$ cat src/rtl/hazard_tracker.sv
// Destination-register shadow pipeline (EX/MEM/WB) for the forwarding unit, with
// load-use stall detection and a saturating stall-cycle counter.
module hazard_tracker #(
  parameter int REG_W = 2,
  parameter int CNT_W = 8
) (
  input  logic             clk,
  input  logic             rst_n,
  input  logic             ID_valid,
  input  logic [REG_W-1:0] ID_RegRs,
  input  logic [REG_W-1:0] ID_RegRt,
  input  logic             ID_UseRs,
  input  logic             ID_UseRt,
  input  logic             ID_RegWrite,
  input  logic [REG_W-1:0] ID_RegRd,
  input  logic             ID_MemRead,
  input  logic             flush,
  input  logic             stat_clr,
  output logic             stall,
  output logic [REG_W-1:0] EX_RegRd,
  output logic [REG_W-1:0] MEM_RegRd,
  output logic [REG_W-1:0] WB_RegRd,
  output logic             EX_RegWrite,
  output logic             MEM_RegWrite,
  output logic             WB_RegWrite,
  output logic [CNT_W-1:0] stall_count
);

  typedef struct packed {
    logic             vld;
    logic [REG_W-1:0] rd;
    logic             ld;
  } entry_t;

  localparam logic [CNT_W-1:0] CNT_MAX = '1;

  entry_t idEntry;
  entry_t exEntry;
  entry_t memEntry;
  entry_t wbEntry;
  logic   rsHit;
  logic   rtHit;

  // Writes to r0 are dropped here, so a load to r0 can never cause a stall.
  always_comb begin
    idEntry = '0;
    if (ID_valid && ID_RegWrite && (ID_RegRd != '0)) begin
      idEntry.vld = 1'b1;
      idEntry.rd  = ID_RegRd;
      idEntry.ld  = ID_MemRead;
    end
  end

  // stall holds PC and IF/ID for one cycle; the EX bubble it inserts clears it.
  assign rsHit = ID_UseRs && (ID_RegRs == exEntry.rd);
  assign rtHit = ID_UseRt && (ID_RegRt == exEntry.rd);
  assign stall = ID_valid && !flush && exEntry.vld && exEntry.ld && (rsHit || rtHit);

  always_ff @(posedge clk or negedge rst_n) begin
    if (!rst_n) begin
      exEntry  <= '0;
      memEntry <= '0;
      wbEntry  <= '0;
    end else begin
      exEntry  <= (flush || stall) ? entry_t'('0) : idEntry;
      memEntry <= exEntry;
      wbEntry  <= memEntry;
    end
  end

  always_ff @(posedge clk or negedge rst_n) begin
    if (!rst_n) begin
      stall_count <= '0;
    end else if (stat_clr) begin
      stall_count <= '0;
    end else if (stall && (stall_count != CNT_MAX)) begin
      stall_count <= stall_count + CNT_W'(1);
    end
  end

  assign EX_RegRd     = exEntry.rd;
  assign MEM_RegRd    = memEntry.rd;
  assign WB_RegRd     = wbEntry.rd;
  assign EX_RegWrite  = exEntry.vld;
  assign MEM_RegWrite = memEntry.vld;
  assign WB_RegWrite  = wbEntry.vld;

endmodule

$ cat config.mk
export PLATFORM = sky130hd
export DESIGN_NAME = hazard_tracker
export DESIGN_NICKNAME = d
export VERILOG_FILES = /design/src/rtl/hazard_tracker.sv
export SDC_FILE = /design/constraint.sdc
export NUM_CORES = 1
export LEC_CHECK = 0
export ABC_AREA = 1
export BUFFER_PORTS_ARGS = -buffer_cell sky130_fd_sc_hd__buf_2
export CORE_MARGIN = 8
export CORE_UTILIZATION = 30
export CTS_CLUSTER_DIAMETER = 200
export DETAILED_ROUTE_END_ITERATION = 7
export GPL_TIMING_DRIVEN = 0
export MAX_ROUTING_LAYER = met4
export PLACE_DENSITY_LB_ADDON = 0.25
export SLEW_MARGIN = 10
export SYNTH_ARGS = -nofsm -noshare
export SYNTH_HDL_FRONTEND = slang
export SYNTH_SLANG_ARGS = --single-unit
$ cat constraint.sdc
create_clock -name clk -period 3.2 [get_ports clk]
set_clock_uncertainty 0.2 [all_clocks]
set_input_delay 0.16 -clock clk [delete_from_list [all_inputs] [get_ports clk]]
set_output_delay 0.16 -clock clk [all_outputs]
set_load 0.02 [all_outputs]
---- Yosys cells after proc, flatten, opt, wreduce, memory -nomap -nowiden ----
Index checks and enable logic that the tools add are counted.
word-level totals
  register bits after elaboration ......... 18
  word-level logic and storage cells ...... 30
  output and inout bits ................... 18
cells by class
  add/sub/neg operators ................... 1
  mux-type cells .......................... 4
  eq/ne operators ......................... 3
  reductions and logical operators ........ 14
operators with widths
  operator                                       count
  2-to-1 mux 8 bit                               2
  logical AND 1 bit                              9
  adder 8 x 1 -> 8 bit (second input constant)   1
  2-to-1 mux 4 bit                               2
  inequality test 8 bit (second input constant)  1
  equality test 2 bit                            2
  nonzero test 2 bit                             2
  logical OR 1 bit                               2
  logical NOT 1 bit                              1

---- Logic depth before layout (Yosys ltp) ----
  depth in word-level cells ............... 8
  depth in mapped cells ................... 9

---- Least setup slack after synthesis ----
OpenSTA, ideal clock, no wires.
  path type ............................... reg2reg
  start ................................... register stall_count[0]
  end ..................................... register stall_count[4]
  slack ................................... 1.517 ns
  library setup time ...................... 0.117 ns
  period minus slack after synthesis ...... 1.683 ns
  data arrival time ....................... 1.366 ns
  path buffers ............................ 0
  stages on the path, launching flop included .. 9
  cell sequence ........................... dfrtp_1 ha_1 nand3_2 nor3_4 nand2_2 nand3_4 nand2_4 nand2_1 nand2_1
on the way
  cells in the longest elaborated chain, start to end .. 3
  elaborated cells on any way between the ends .. 6
RTL lines
  element                                                        RTL line  source
  start: declaration                                             26        output logic [CNT_W-1:0] stall_count
  start signal: assignment                                       77        stall_count <= stall_count + CNT_W'(1);
  adder 8 x 1 -> 8 bit or inequality test 8 bit (tied branches)  77, 76
  2-to-1 mux 8 bit or logical AND 1 bit (tied branches)          76        end else if (stall && (stall_count != CNT_MAX)) begin
  2-to-1 mux 8 bit or nonzero test 2 bit (tied branches)         -
Several ways; a longest one is shown, not always the timed one. The select of a mux whose other input is x is not followed.
A chain may end at the register's enable or synchronous reset.

---- Worst setup path in the final report ----
  start ................................... register exEntry, in the netlist EX_RegRd[0]
  end ..................................... register exEntry[0] (netlist bit)
on the way
  cells in the longest elaborated chain, start to end .. 6
  elaborated cells on any way between the ends .. 8
RTL lines
  element                                 RTL line  source
  start: declaration                      38        entry_t exEntry;
  start signal: assignment                65        exEntry <= (flush || stall) ? entry_t'('0) : idEntry;
  equality test 2 bit (on tied branches)  55, 56
  logical AND 1 bit (on tied branches)    55, 56
  logical OR 1 bit (*)                    57        assign stall = ID_valid && !flush && exEntry.vld && exEntry.ld && (rsHit || rtHit);
  logical AND 1 bit (*)                   57
  logical OR 1 bit (*)                    65
  2-to-1 mux 4 bit (*)                    65
Mark *: on every way between the ends. The rest lies on a longest branch, timed or not.

==> key figures <==
Run status
  • Outcome: complete, no violations

Clock tree
  • CTS Buf Count: 3
  • Deepest clock path buffer count: 2
  • PostCTS Resize Cnt: 0
  • CTS H-tree depth: 1
  • TritonCTS clock tree: done
  • Clk sinks: 18
  • Root Buffer: clkbuf_4
  • Clk slew on worst S/H paths: 100 ps
  • Worst-skew pair later-pin latency: 290 ps

STA
  • Tmin final: 1970 ps
  • Endpoints failing setup: 0
  • RSZ-0062 raised after global routing: no
  • Worst Max-Slew Pin Slew: 396 ps
  • Max Freq: 507 MHz
  • Final worst-path cycle share: 61.6%
  • Relative slew margins: 73.6%
  • Final Hold Viols: 0
  • Post-route setup TNS: 0 ps
  • Count of final max-slew check failures: 0

Die
  • Starting density of the core: 31.3%
  • Die W: 72.4 um
  • Die footprint: 5240 um^2
  • Row count: 20
  • Die height: 72.4 um
  • I/O pin total: 33
  • Core Footprint: 3050 um^2

Placed design
  • GP Congestion: 0.771
  • DPL Wire Length: 1660 um
  • PortBufs: 31

Route
  • Post-detailed-route count of antenna-violating nets: 0
  • Via density per instance: 4.21
  • Routed length per instance: 10.5 um
  • Initial DRC count: 33
  • Total Wirelength: 2150 um
  • Via Count: 858
  • Final routed DRC violation total: 0
  • DRT Pass-1 Iters: 4

Synth
  • Mean post-synth cell area: 8.23 um^2
  • Netlist Area Pre-Place: 955 um^2
  • Post-Synthesis Cells: 116
  • Ys async rst share: 100%
  • Ys flop type: dfrtp_1
  • Synth warnings: 0
  • EDFF count, synth: 0
  • Yosys cell types: 23
  • FF+latch count, synth: 18
  • Register area share after synthesis: 47.2%
  • Syn_nets: 132

Pwr
  • Leakage: 0.772 nW
  • Worst IR Drop VDD: 109 uV
  • Pwr Density: 351 nW/um^2
  • Final Total Pwr: 0.454 mW

Global route
  • Grt ovf: 0
  • Initial antenna violation count: 0
  • Vias in the first global route: 867
  • Largest net degree at the start of global routing: 19
  • First-pass GRT wire length: 3710 um
  • Global-route usage over all layers: 9.00%

Finish
  • Area Growth Syn to Fin: 35.3%
  • # diodes: 0
  • Share of cells above drive strength 1: 32.5%
  • Commonest non-fill, non-tap cells in the layout: nand2_1, buf_2, dfrtp_1
  • Final net count: 177
  • Most common cell after layout, fill and taps aside: nand2_1

Worst setup path
  • CP Class: flop to flop
  • Worst EP required: 3240 ps
  • Worst path cell trace: inv_2, or2_0, nand3_1, nand2_2, nand2_1, nand3_1, nor2_1, dlygate4sd3_1
  • Crit path max fanout: 4
  • Slowest CP cell: dlygate4sd3_1
  • Beginning of the critical path: EX_RegRd[0]
  • Worst Path Arrival: 2010 ps
  • Worst r2r src: EX_RegRd[0]
  • Most used cell, CP: nand3_1
  • Startpoint Class: flop
  • Crit path capture type: flop
  • CP peak stage delay: 550 ps

Min path
  • Min-delay src: ID_RegWrite
  • Hold Path Class: primary input to flop

Run
  • MaxCap Viol Count: 0
## final cells by class
cell class                      count  area (um^2)
Tap cell                           44         55.1
Inverter                           18         67.6
Multi-Input combinational cell     77          410
Clock buffer                        4         36.3
Buffer                              3         26.3
Sequential cell                    18          450
Fill cell                         329         1760
Timing Repair Buffer               40          245
## kinds of logic after synthesis
| logic type | after synthesis | synth area share, % |
|---|---|---|
| compound gates | 4 | 2.10 |
| xor+xnor | 1 | 0.918 |
| fa+ha+maj | 1 | 1.31 |
| buf+inv | 21 | 9.83 |
| flops | 18 | 47.2 |
| simple gates | 71 | 38.7 |
## sequential cells by signal, summed over array words and instances, names as in the netlist
signal	count
stall_count	8
MEM_RegRd	2
exEntry	1
EX_RegRd	2
WB_RegWrite	1
WB_RegRd	2
EX_RegWrite	1
MEM_RegWrite	1
## synth_stat cells (2+ instances only)
master | instances | area, um^2
a21oi_1 | 4 | 20.0
buf_4 | 2 | 15.0
dfrtp_1 | 18 | 450
inv_1 | 13 | 48.8
inv_2 | 5 | 18.8
nand2_1 | 36 | 135
nand2_2 | 2 | 12.5
nand3_1 | 12 | 60.1
nand3_2 | 2 | 20.0
nor2_1 | 8 | 30.0
nor3b_1 | 2 | 15.0
## through the flow
| step | cell area (um^2) | setup WS, ps | std cells | utilization (%) | hold slack (ps) |
|---|---|---|---|---|---|
| floorplan | 955 | 1520 | 116 | - | -336 |
| global placement | 1160 | 1530 | 191 | 38.2 | -92.2 |
| detailed placement | 1160 | 1510 | 191 | 38.2 | -88.8 |
| CTS | 1290 | 1200 | 204 | 42.3 | 47.5 |
| global route | 1290 | 1080 | 204 | 42.3 | 82.2 |
| finish | 1290 | 1230 | 204 | 42.3 | 49.3 |
## path summary, 6_finish.rpt
kind,end,slack (ps),cells after the start
worst min-delay path,EX_RegWrite,50,5
min in group asynchronous,stall_count[4],110,2
worst max-delay path,exEntry[0],1230,8
max in group asynchronous,exEntry[0],2410,2
worst min register to register,WB_RegRd[1],180,0
worst max register to register,exEntry[0],1230,8
## worst max-delay path: cells and delay by family, from the launching register on
family	cells	cell delay, ps
and+or+nand+nor	6	710
buffers and inverters	2	600
DFF	1	410
## report_power, final
| group | total, mW | switching [mW] | internal, mW |
|---|---|---|---|
| registers | 0.243 | 0.00785 | 0.235 |
| logic | 0.0691 | 0.0398 | 0.0293 |
| clock network | 0.142 | 0.0724 | 0.0694 |
| total | 0.454 | 0.120 | 0.334 |
## repair_timing
item	in CTS	in global routing
hold buffers	9	0
endpoints found under the hold margin	30	0
setup buffers	0	0
## per-layer routing
metal | vias to the layer above | GRT usage [%] | part of all wire (%)
met4 | 0 | 3.33 | 1.4
li1 | 446 | - | -
met1 | 387 | 9.86 | 46
met2 | 21 | 15.0 | 47
met3 | 4 | 2.75 | 5.9
met5 | - | - | 0
No activity file was read; power rests on OpenSTA's default activity.
